$ cat src/rtl/ahb_slave_pipe.sv
// AHB slave front end of the AHB-to-APB bridge. It registers the address phase,
// decodes the APB slave select, pairs write data with its address, and drives the two-cycle ERROR response.
module ahb_slave_pipe #(
  parameter int WIDTH = 32,
  parameter int NSLV  = 3
) (
  input  logic             Hclk,
  input  logic             Hreset,
  input  logic [1:0]       Htrans,
  input  logic             Hwrite,
  input  logic [2:0]       Hsize,
  input  logic             Hreadyin,
  input  logic [WIDTH-1:0] Haddr,
  input  logic [WIDTH-1:0] Hwdata,
  input  logic             apb_ready,
  output logic             valid,
  output logic [WIDTH-1:0] haddr_q,
  output logic             hwrite_q,
  output logic [NSLV-1:0]  tempselx,
  output logic [WIDTH-1:0] haddr_d,
  output logic [WIDTH-1:0] hwdata_d,
  output logic             Hreadyout,
  output logic [1:0]       Hresp
);

  typedef enum logic [1:0] {ST_IDLE, ST_ERR1, ST_ERR2} st_e;

  st_e              st_q;
  logic             resp_err_q, rdy_low_q, rst_q;
  logic             acc, mapped, bad, good;
  logic [3:0]       rgn;
  logic [NSLV-1:0]  sel;

  logic             a_vld_q, a_vld_d, a_wr_q, a_wr_d;
  logic [WIDTH-1:0] a_addr_q, a_addr_d, d_addr_q, d_addr_d, d_wdata_q, d_wdata_d;
  logic [NSLV-1:0]  a_sel_q, a_sel_d;

  // Each slave owns a 64 MB window starting at 0x8000_0000.
  assign rgn    = Haddr[WIDTH-3 -: 4];
  assign mapped = (Haddr[WIDTH-1 -: 2] == 2'b10) && (rgn < 4'(NSLV));
  assign acc    = Hreadyin && Htrans[1];
  assign bad    = acc && (!mapped || (Hsize > 3'd2));
  assign good   = acc && !bad;

  always_comb begin
    sel = '0;
    for (int i = 0; i < NSLV; i++) sel[i] = mapped && (rgn == 4'(i));
  end

  always_comb begin
    a_vld_d   = a_vld_q;
    a_wr_d    = a_wr_q;
    a_addr_d  = a_addr_q;
    a_sel_d   = a_sel_q;
    d_addr_d  = d_addr_q;
    d_wdata_d = d_wdata_q;
    if (Hreadyin) begin
      if (a_vld_q && a_wr_q) begin
        d_addr_d  = a_addr_q;
        d_wdata_d = Hwdata;
      end
      a_vld_d = good;
      a_sel_d = good ? sel : '0;
      if (good) begin
        a_addr_d = Haddr;
        a_wr_d   = Hwrite;
      end
    end
  end

  always_ff @(posedge Hclk) begin
    if (Hreset) begin
      a_vld_q   <= 1'b0;
      a_wr_q    <= 1'b0;
      a_addr_q  <= '0;
      a_sel_q   <= '0;
      d_addr_q  <= '0;
      d_wdata_q <= '0;
    end else begin
      a_vld_q   <= a_vld_d;
      a_wr_q    <= a_wr_d;
      a_addr_q  <= a_addr_d;
      a_sel_q   <= a_sel_d;
      d_addr_q  <= d_addr_d;
      d_wdata_q <= d_wdata_d;
    end
  end

  // Error FSM; resp_err_q / rdy_low_q are the registered per-state response flags.
  always_ff @(posedge Hclk) begin
    if (Hreset) begin
      st_q       <= ST_IDLE;
      resp_err_q <= 1'b0;
      rdy_low_q  <= 1'b0;
      rst_q      <= 1'b1;
    end else begin
      rst_q <= 1'b0;
      case (st_q)
        ST_IDLE: if (bad) begin
          st_q <= ST_ERR1; resp_err_q <= 1'b1; rdy_low_q <= 1'b1;
        end
        ST_ERR1: begin
          st_q <= ST_ERR2; resp_err_q <= 1'b1; rdy_low_q <= 1'b0;
        end
        ST_ERR2: if (bad) begin
          st_q <= ST_ERR1; resp_err_q <= 1'b1; rdy_low_q <= 1'b1;
        end else begin
          st_q <= ST_IDLE; resp_err_q <= 1'b0; rdy_low_q <= 1'b0;
        end
        default: begin
          st_q <= ST_IDLE; resp_err_q <= 1'b0; rdy_low_q <= 1'b0;
        end
      endcase
    end
  end

  // Ready/OKAY is forced during reset and for the cycle right after it.
  logic force_ok;
  assign force_ok  = Hreset || rst_q;
  assign Hreadyout = force_ok || (!rdy_low_q && (resp_err_q || apb_ready));
  assign Hresp     = {1'b0, resp_err_q && !force_ok};

  assign valid    = a_vld_q;
  assign haddr_q  = a_addr_q;
  assign hwrite_q = a_wr_q;
  assign tempselx = a_sel_q;
  assign haddr_d  = d_addr_q;
  assign hwdata_d = d_wdata_q;

endmodule

$ cat config.mk
export PLATFORM = sky130hd
export DESIGN_NAME = ahb_slave_pipe
export DESIGN_NICKNAME = d
export VERILOG_FILES = /design/src/rtl/ahb_slave_pipe.sv
export SDC_FILE = /design/constraint.sdc
export NUM_CORES = 1
export LEC_CHECK = 0
export ABC_CLOCK_PERIOD_IN_PS = 1500
export CORE_UTILIZATION = 35
export DETAILED_ROUTE_END_ITERATION = 8
export PLACE_DENSITY_LB_ADDON = 0.12
export SETUP_SLACK_MARGIN = 0.15
export SLEW_MARGIN = 20
export SYNTH_ARGS = -nofsm -noshare
export SYNTH_HDL_FRONTEND = slang
export SYNTH_SLANG_ARGS = --single-unit
$ cat constraint.sdc
create_clock -name Hclk -period 1.5 [get_ports Hclk]
set_input_delay 0.225 -clock Hclk [delete_from_list [all_inputs] [get_ports Hclk]]
set_output_delay 0.225 -clock Hclk [all_outputs]
set_load 0.01 [all_outputs]
# Word-level counts from Yosys, hierarchy flattened
# Index checks and enable logic that the tools add are counted.
[totals]
in_bits = 74
register_bits = 106
word_cells = 49
output_inout_bits = 104
[op_classes]
n_reduce_logical = 22
eq_ne = 6
muxes = 9
order_cmp = 2
[ops]
columns = ["operator", "count"]
rows = [
  ["$logic_and 1x1->1", 10],
  ["$pmux 2 s3", 1],
  ["$eq 2x2->1 const B", 2],
  ["$eq 4x1->1 const B", 1],
  ["$eq 4x2->1 const B", 1],
  ["$logic_not 1->1", 4],
  ["$logic_not 4->1", 1],
  ["$logic_or 1x1->1", 4],
  ["$lt 4x2->1 const B", 1],
  ["$mux 1", 4],
  ["$reduce_and 2->1", 2],
  ["$gt 3x2->1 const B", 1],
  ["$mux 3", 1],
  ["$pmux 1 s3", 1],
  ["$eq 2x1->1 const B", 1],
  ["$logic_not 2->1", 1],
  ["$mux 2", 1],
  ["$ne 2x2->1 const B", 1],
  ["$pmux 1 s2", 1],
]

# Longest topological paths before layout
# Gate-level depths: netlist (run 1).
[logic_depth]
ltp_word = 8
depth_mapped = 6
depth_no_buf = 4

# Least setup slack after synthesis (run 1)
# Ideal clock, no wire load.
[synth_timing]
path_type = "input -> register"
from = "input Haddr[29]"
to = "register a_addr_q[12] (netlist: haddr_q[12])"
path_stages = 6
required_time_ns = 1.368
setup_slack_ns = 0.325
n_path_buf = 2
setup_time_ns = 0.132
arrival_time_ns = 1.043
cell_sequence = "nor3_1 nand3_1 clkbuf_2 buf_2 o21ai_0 a21oi_1"
[synth_between]
elab_chain_cells = 8
[synth_lines]
columns = ["item", "line", "text"]
rows = [
  ["from (decl)", "13", "input logic [WIDTH-1:0] Haddr,"],
  ["$lt 4x2->1", "40", "assign mapped = (Haddr[WIDTH-1 -: 2] == 2'b10) && (rgn < 4'(NSLV));"],
  ["$logic_and 1x1->1", "40", ""],
  ["$logic_not 1->1", "42", "assign bad = acc && (!mapped || (Hsize > 3'd2));"],
  ["$logic_or 1x1->1", "42", ""],
  ["$logic_and 1x1->1", "42", ""],
  ["$logic_not 1->1", "43", "assign good = acc && !bad;"],
  ["$logic_and 1x1->1", "43", ""],
  ["$reduce_and 2->1 (no line)", "--", ""],
  ["to (signal assigned)", "82", "a_addr_q <= a_addr_d;"],
  ["to (decl)", "35", "logic [WIDTH-1:0] a_addr_q, a_addr_d, d_addr_q, d_addr_d, d_wdata_q, d_wdata_d;"],
]
# Every way passes these cells.
# A chain may end at the register's enable or synchronous reset.

# Worst setup path after layout (run 1)
[layout_timing]
from = "input Haddr[27]"
to = "register a_addr_q[13] (netlist: haddr_q[13])"
# The elaborated chain is that of the path after synthesis.

==> flow_metrics.py, run 1 <==
metrics = {
    "synth": {
        "synth_largest_area_cell": "dfxtp_1",
        "syn-num-nets": 531,
        "syn_avg_cell_area_sq_um": 8.21,
        "netlist_area_sq_um": 3750,
        "synth_edf_count": 0,
        "yosysUniqueCellTypes": 30,
        "synth-async-reset-ratio_pct": 0,
        "syn_inst": 457,
        "yosysSeqAreaShare_pct": 56.6,
        "ys_ff_latch": 106,
        "ys.warnings.count": 0,
        "synth-main-ff-cell": "dfxtp_1",
        "synth_area_leaders": "dfxtp_1, nand2_1, a21oi_1, nand3_1, o21ai_0",
        "synth_top_area_share_pct": 56.6,
        "synth_common_cells": "nand2_1, dfxtp_1, a21oi_1",
        "yosys.cell_count.top_type": "nand2_1",
    },
    "drt": {
        "routed_wirelength_mm": 10.7,
        "detail_route.iter0.violations": 153,
        "firstDrtPassIters": 5,
        "route.vias.total": 3731,
        "routedWlPerCell_um": 13.9,
        "drc": 0,
        "ant_nets": 0,
        "routed_via_density": 4.85,
    },
    "global_route": {
        "grtUsageTotal_pct": 18.8,
        "grt_pass1_vias": 3637,
        "grt_max_degree": 49,
        "antenna_found_initial": 0,
        "grt_overflow": 0,
        "grt_pass1_wl_mm": 16.9,
    },
    "layout": {
        "regArea_sq_um": 2120,
        "nets": 702,
        "nFillCells": 1006,
        "areaGrowthSynthToFinish_pct": 56.4,
        "stdcell_count": 769,
        "drive_above_1_share_pct": 7.90,
        "antenna_cells": 0,
        "multi_input_area_sq_um": 1490,
    },
    "worst_setup_path": {
        "worst_r2r_startpoint": "valid",
        "critPathKind": "input pin to flip-flop",
        "critPathLaunch": "Haddr[27]",
        "reg2reg_slack_ps": 330,
        "cp.required_ps": 1720,
        "path_max_fanout": 11,
        "reg2reg_depth": 4,
        "endpoint_kind": "flip-flop",
        "worstSetupStartpointType": "input pin",
        "r2r-end": "hwdata_d[30]",
        "worstPathArrival_ps": 1570,
    },
    "power": {
        "switching_power_uw": 1070,
        "comb_power_share_pct": 7.0,
        "share_seq_of_total_power_pct": 58.1,
        "p_int_uw": 3800,
        "ir_drop_uv": 452,
        "power_density_nw_per_um2": 830,
        "power_switching_share_pct": 21.9,
        "p_clk_share_pct": 34.9,
        "p_leak_uw": 0.00249,
    },
    "timing": {
        "clock_skew_ps": 8.60,
        "slew_headroom_pct": 65.7,
        "fmax_ghz": 0.742,
        "period_minus_slack_ps": 1350,
        "setup_viol": 0,
        "worst_slack_ps": 152,
        "grt_setup_unrepaired": "true",
        "slew_violations": 0,
        "finalHoldViolCount": 0,
        "period_share_pct": 89.8,
        "fin_setup_tns_ps": 0,
        "worst_pin_slew_ps": 515,
    },
    "clocking": {
        "cts_tree": "done",
        "clk_pin_slew_ps": 100,
        "cts_num_sinks": 106,
        "numCtsBuffers": 9,
        "clockBufferDepth": 2,
        "post_cts_buffers": 0,
        "htree_num_levels": 3,
        "postCtsHoldBufs": 0,
        "clk_latency_ps": 360,
        "cts_root_buf": "clkbuf_8",
    },
    "die": {
        "rows": 37,
        "initial_utilization_pct": 36.2,
        "die_w_um": 106,
        "dieArea_sq_um": 11100,
        "dieHeight_um": 106,
        "io_pins": 178,
        "core_sq_um": 10400,
    },
    "run": {
        "maxCapViolCount": 0,
    },
    "placement": {
        "port_buffers": 175,
        "place_ws_ps": -253,
        "placedCellCount": 752,
        "place.gp.congestion": 0.746,
        "place_hpwl_mm": 7.36,
    },
    "hold_path": {
        "hold_start": "Hreset",
        "holdPathStages": 3,
        "hold_end": "st_q[1]",
        "hp-class": "input pin to flip-flop",
    },
    "status": {
        "status": "complete, no violations",
    },
}
## final cells by class
class	instances	area share (%)
clock buffers	12	2.30
multi-input cells	311	25.4
well taps	136	2.90
repair buffers	197	32.2
inverters	3	0.192
clock inverters	4	0.896
flip-flops and latches	106	36.2
## stage by stage
| step | area, sq um | hold slack (ps) | power (uW) | utilization (%) |
|---|---|---|---|---|
| after global placement | 5750 | 434 | 3230 | 55.4 |
| final | 5860 | 206 | 4870 | 56.6 |
| after CTS | 5810 | 171 | 4940 | 56.0 |
| after detailed placement | 5750 | 435 | 3230 | 55.4 |
| after floorplan | 3750 | 253 | 2990 | - |
| after global routing | 5860 | 208 | 5100 | 56.6 |
## cell usage in the layout (no fill, tap or decap), types with 2 or more instances in the layout
cell	Yosys	routed
clkinvlp_4	0	3
o21ai_0	28	22
o21a_1	2	2
a21oi_2	0	2
nand3_1	30	28
nand2_1	131	131
dlygate4sd2_1	0	101
clkdlybuf4s50_1	0	70
o21ai_1	2	8
a21oi_1	92	90
nor2_1	5	4
nor3b_1	4	4
dfxtp_1	106	106
buf_4	1	15
buf_12	0	7
clkbuf_1	20	3
clkbuf_8	0	9
inv_1	3	3
and2_1	2	2
## worst max path at each step
| stage | depth (start not counted) | slack (ps) | to |
|---|---|---|---|
| 2_1_floorplan | 6 | 320 | haddr_q[12] |
| 3_3_place_gp | 5 | -210 | rdy_low_q |
| 3_5_place_dp | 6 | -250 | haddr_q[24] |
| 4_1_cts | 3 | 50 | Hreadyout |
| 5_1_grt | 3 | 90 | Hreadyout |
| 6_report | 6 | 150 | haddr_q[13] |
## repair_timing
action | in CTS | in global routing
gates cloned | 0 | 1
pin swaps | 0 | 2
endpoints found under the hold margin | 0 | 0
setup endpoints to repair | 124 | 30
gates resized for setup | 108 | 16
## sequential cells by signal (all words and copies together) (netlist names)
register    cells
hwdata_d       32
hwrite_q        1
valid           1
rdy_low_q       1
resp_err_q      1
haddr_q        32
rst_q           1
haddr_d        32
tempselx        3
st_q            2
## cells by family (layout without fill, tap and decap cells)
group	Yosys count	after routing	share of synthesized area, %
simple gates	181	181	20.4
compound gates	129	129	18.0
flops	106	106	56.6
buf+inv	40	216	4.97
other cells	1	1	0.100
## routing by layer
metal	vias to the layer above	global-route usage, %	part of all wire (%)
met2	127	31.8	47
met4	0	7.04	1.9
met1	1726	22.7	43
li1	1862	-	-
met5	-	0	0
met3	16	5.38	7.9
## power by group through the flow
stage	Combinational [uW]	Clock, uW	Sequential [uW]
2_1_floorplan	90.9	0	2890
4_1_cts	334	1780	2830
3_3_place_gp	331	0	2900
6_report	341	1700	2830
5_1_grt	366	1900	2830
3_5_place_dp	333	0	2900
## critical path, cell delays in order
cell,delay [ps]
clkdlybuf4s50_1,440
a22oi_2,250
nand3_4,160
buf_12,180
o21ai_0,220
a21oi_2,100
Note: power is estimated with default switching activity, not from simulation.
==> inputs of run 2 (changes only) <==
ABC_CLOCK_PERIOD_IN_PS = 1300   (was 1500)
clock period = 1.3 ns   (was 1.5 ns; I/O delays follow)
==> run 2 against run 1 <==
Sequential share of layout area decreased by 1.1 points. Clock-buffer cell count unchanged. Die area unchanged. Critical path depth decreased by 1. Sequential power increased by 15%. Clock skew increased by 1.8 ps. Register-to-register slack got worse by 230 ps. Global-route usage increased by 0.53 points. Critical path type is now flip-flop to flip-flop.
==> flow_metrics.py, run 2 (synthesis gave the netlist of run 1 again) <==
metrics = {
    "status": {
        "status": "complete, no violations",
    },
    "timing": {
        "hold_ws_ps": 261,
        "period_minus_slack_ps": 1200,
        "slew_violations": 0,
        "fmax_ghz": 0.832,
        "setup_viol": 0,
        "finalHoldViolCount": 0,
        "period_share_pct": 92.4,
        "clock_skew_ps": 10.4,
        "fin_setup_tns_ps": 0,
        "grt_setup_unrepaired": "true",
    },
    "clocking": {
        "clockBufferDepth": 2,
        "clk_latency_ps": 360,
        "numCtsBuffers": 9,
        "cts_tree": "done",
        "htree_num_levels": 3,
        "clk_pin_slew_ps": 100,
        "cts_num_sinks": 106,
        "cts_root_buf": "clkbuf_8",
    },
    "layout": {
        "drive_above_1_share_pct": 44.1,
        "fin_util_pct": 60.7,
        "layout_commonest_cell": "nand2_1",
        "final_cell_mix": "nand2_1, a21oi_1, dfxtp_2, clkdlybuf4s50_1, buf_2",
        "regArea_sq_um": 2210,
        "areaGrowthSynthToFinish_pct": 67.8,
        "nets": 729,
        "nFillCells": 965,
        "multi_input_area_sq_um": 1740,
    },
    "drt": {
        "route.vias.total": 3965,
        "routedWlPerCell_um": 15.8,
        "detail_route.iter0.violations": 150,
        "drc": 0,
        "routed_wirelength_mm": 12.6,
        "routed_via_density": 4.97,
        "ant_nets": 0,
        "firstDrtPassIters": 4,
    },
    "global_route": {
        "grtUsageTotal_pct": 19.3,
        "grt_pass1_vias": 3644,
        "grt_pass1_wl_mm": 17.3,
        "grt_overflow": 0,
        "antenna_found_initial": 1,
        "grt_max_degree": 56,
    },
    "worst_setup_path": {
        "worstPathArrival_ps": 1450,
        "endpoint_kind": "flip-flop",
        "reg2reg_slack_ps": 100,
        "reg2reg_depth": 5,
        "r2r-end": "hwdata_d[30]",
        "critPathKind": "flip-flop to flip-flop",
        "path_max_fanout": 19,
        "worst_r2r_startpoint": "valid",
        "cp.required_ps": 1550,
        "worstSetupStartpointType": "flip-flop",
    },
    "hold_path": {
        "hp-class": "input pin to flip-flop",
        "hold_start": "Hreset",
        "hold_end": "st_q[0]",
        "holdPathStages": 4,
    },
    "power": {
        "power_density_nw_per_um2": 893,
        "p_leak_uw": 0.00260,
        "ir_drop_uv": 510,
    },
    "placement": {
        "port_buffers": 175,
        "place_hpwl_mm": 7.38,
        "place.gp.congestion": 0.772,
    },
    "die": {
        "io_pins": 178,
        "core_sq_um": 10400,
        "die_w_um": 106,
        "dieArea_sq_um": 11100,
        "dieHeight_um": 106,
        "rows": 37,
        "initial_utilization_pct": 36.2,
    },
    "run": {
        "maxCapViolCount": 0,
    },
}
[run 2: worst max path at each step]
stage / to / startpoint / slack, ps / cells past startpoint
floorplan: haddr_q[12] / Haddr[29] / 150 / 6
global route: Hreadyout / resp_err_q / 8 / 3
detailed placement: haddr_q[14] / Haddr[26] / -400 / 6
finish: hwdata_d[30] / valid / 100 / 5
CTS: Hresp[0] / rst_q / 60 / 3
global placement: rdy_low_q / Haddr[26] / -380 / 5
[run 2: cell type report]
class	instances	area share (%)
sequential	106	35.1
timing repair buffer	223	31.3
multi-input combinational	312	27.7
tap	136	2.70
clock buffer	12	2.47
clock inverter	4	0.537
inverter	3	0.179
antenna	1	0.0398
[run 2: timing repair]
action,CTS,global route
pin swaps,4,35
endpoints found under the hold margin,0,0
hold buffers,0,0
gates resized for setup,338,176
setup buffers,2,12
endpoints found under the setup margin,178,135
cloned,0,13
[run 2: where the power goes]
part,internal (uW),switching [uW]
clock,822,1130
sequential,3250,9.84
combinational,237,170
total,4310,1310
[run 2: worst max-delay path, cell delays in order (launching register included)]
cell     delay (ps)
dfxtp_4         390
buf_6           100
nand3_4         190
buf_12          240
nand2_1         100
a21oi_2          60
[run 2: layer usage]
layer | up-vias | part of all wire, % | global-route usage, % | routed length, um
met4 | 0 | 1.8 | 5.56 | 227
met5 | - | 0 | 0 | 0
li1 | 1935 | - | - | -
met3 | 17 | 7.9 | 5.94 | 992
met1 | 1856 | 42 | 23.4 | 5250
met2 | 157 | 49 | 33.0 | 6150
[run 2: metrics by stage]
step | area [sq um] | setup slack [ps] | std cells | power, uW
floorplan | 3750 | 155 | 457 | 3440
global placement | 5750 | -377 | 753 | 3730
detailed placement | 5750 | -395 | 753 | 3730
CTS | 6090 | 64.2 | 771 | 5640
global route | 6290 | 8.14 | 797 | 5830
finish | 6290 | 98.3 | 797 | 5620
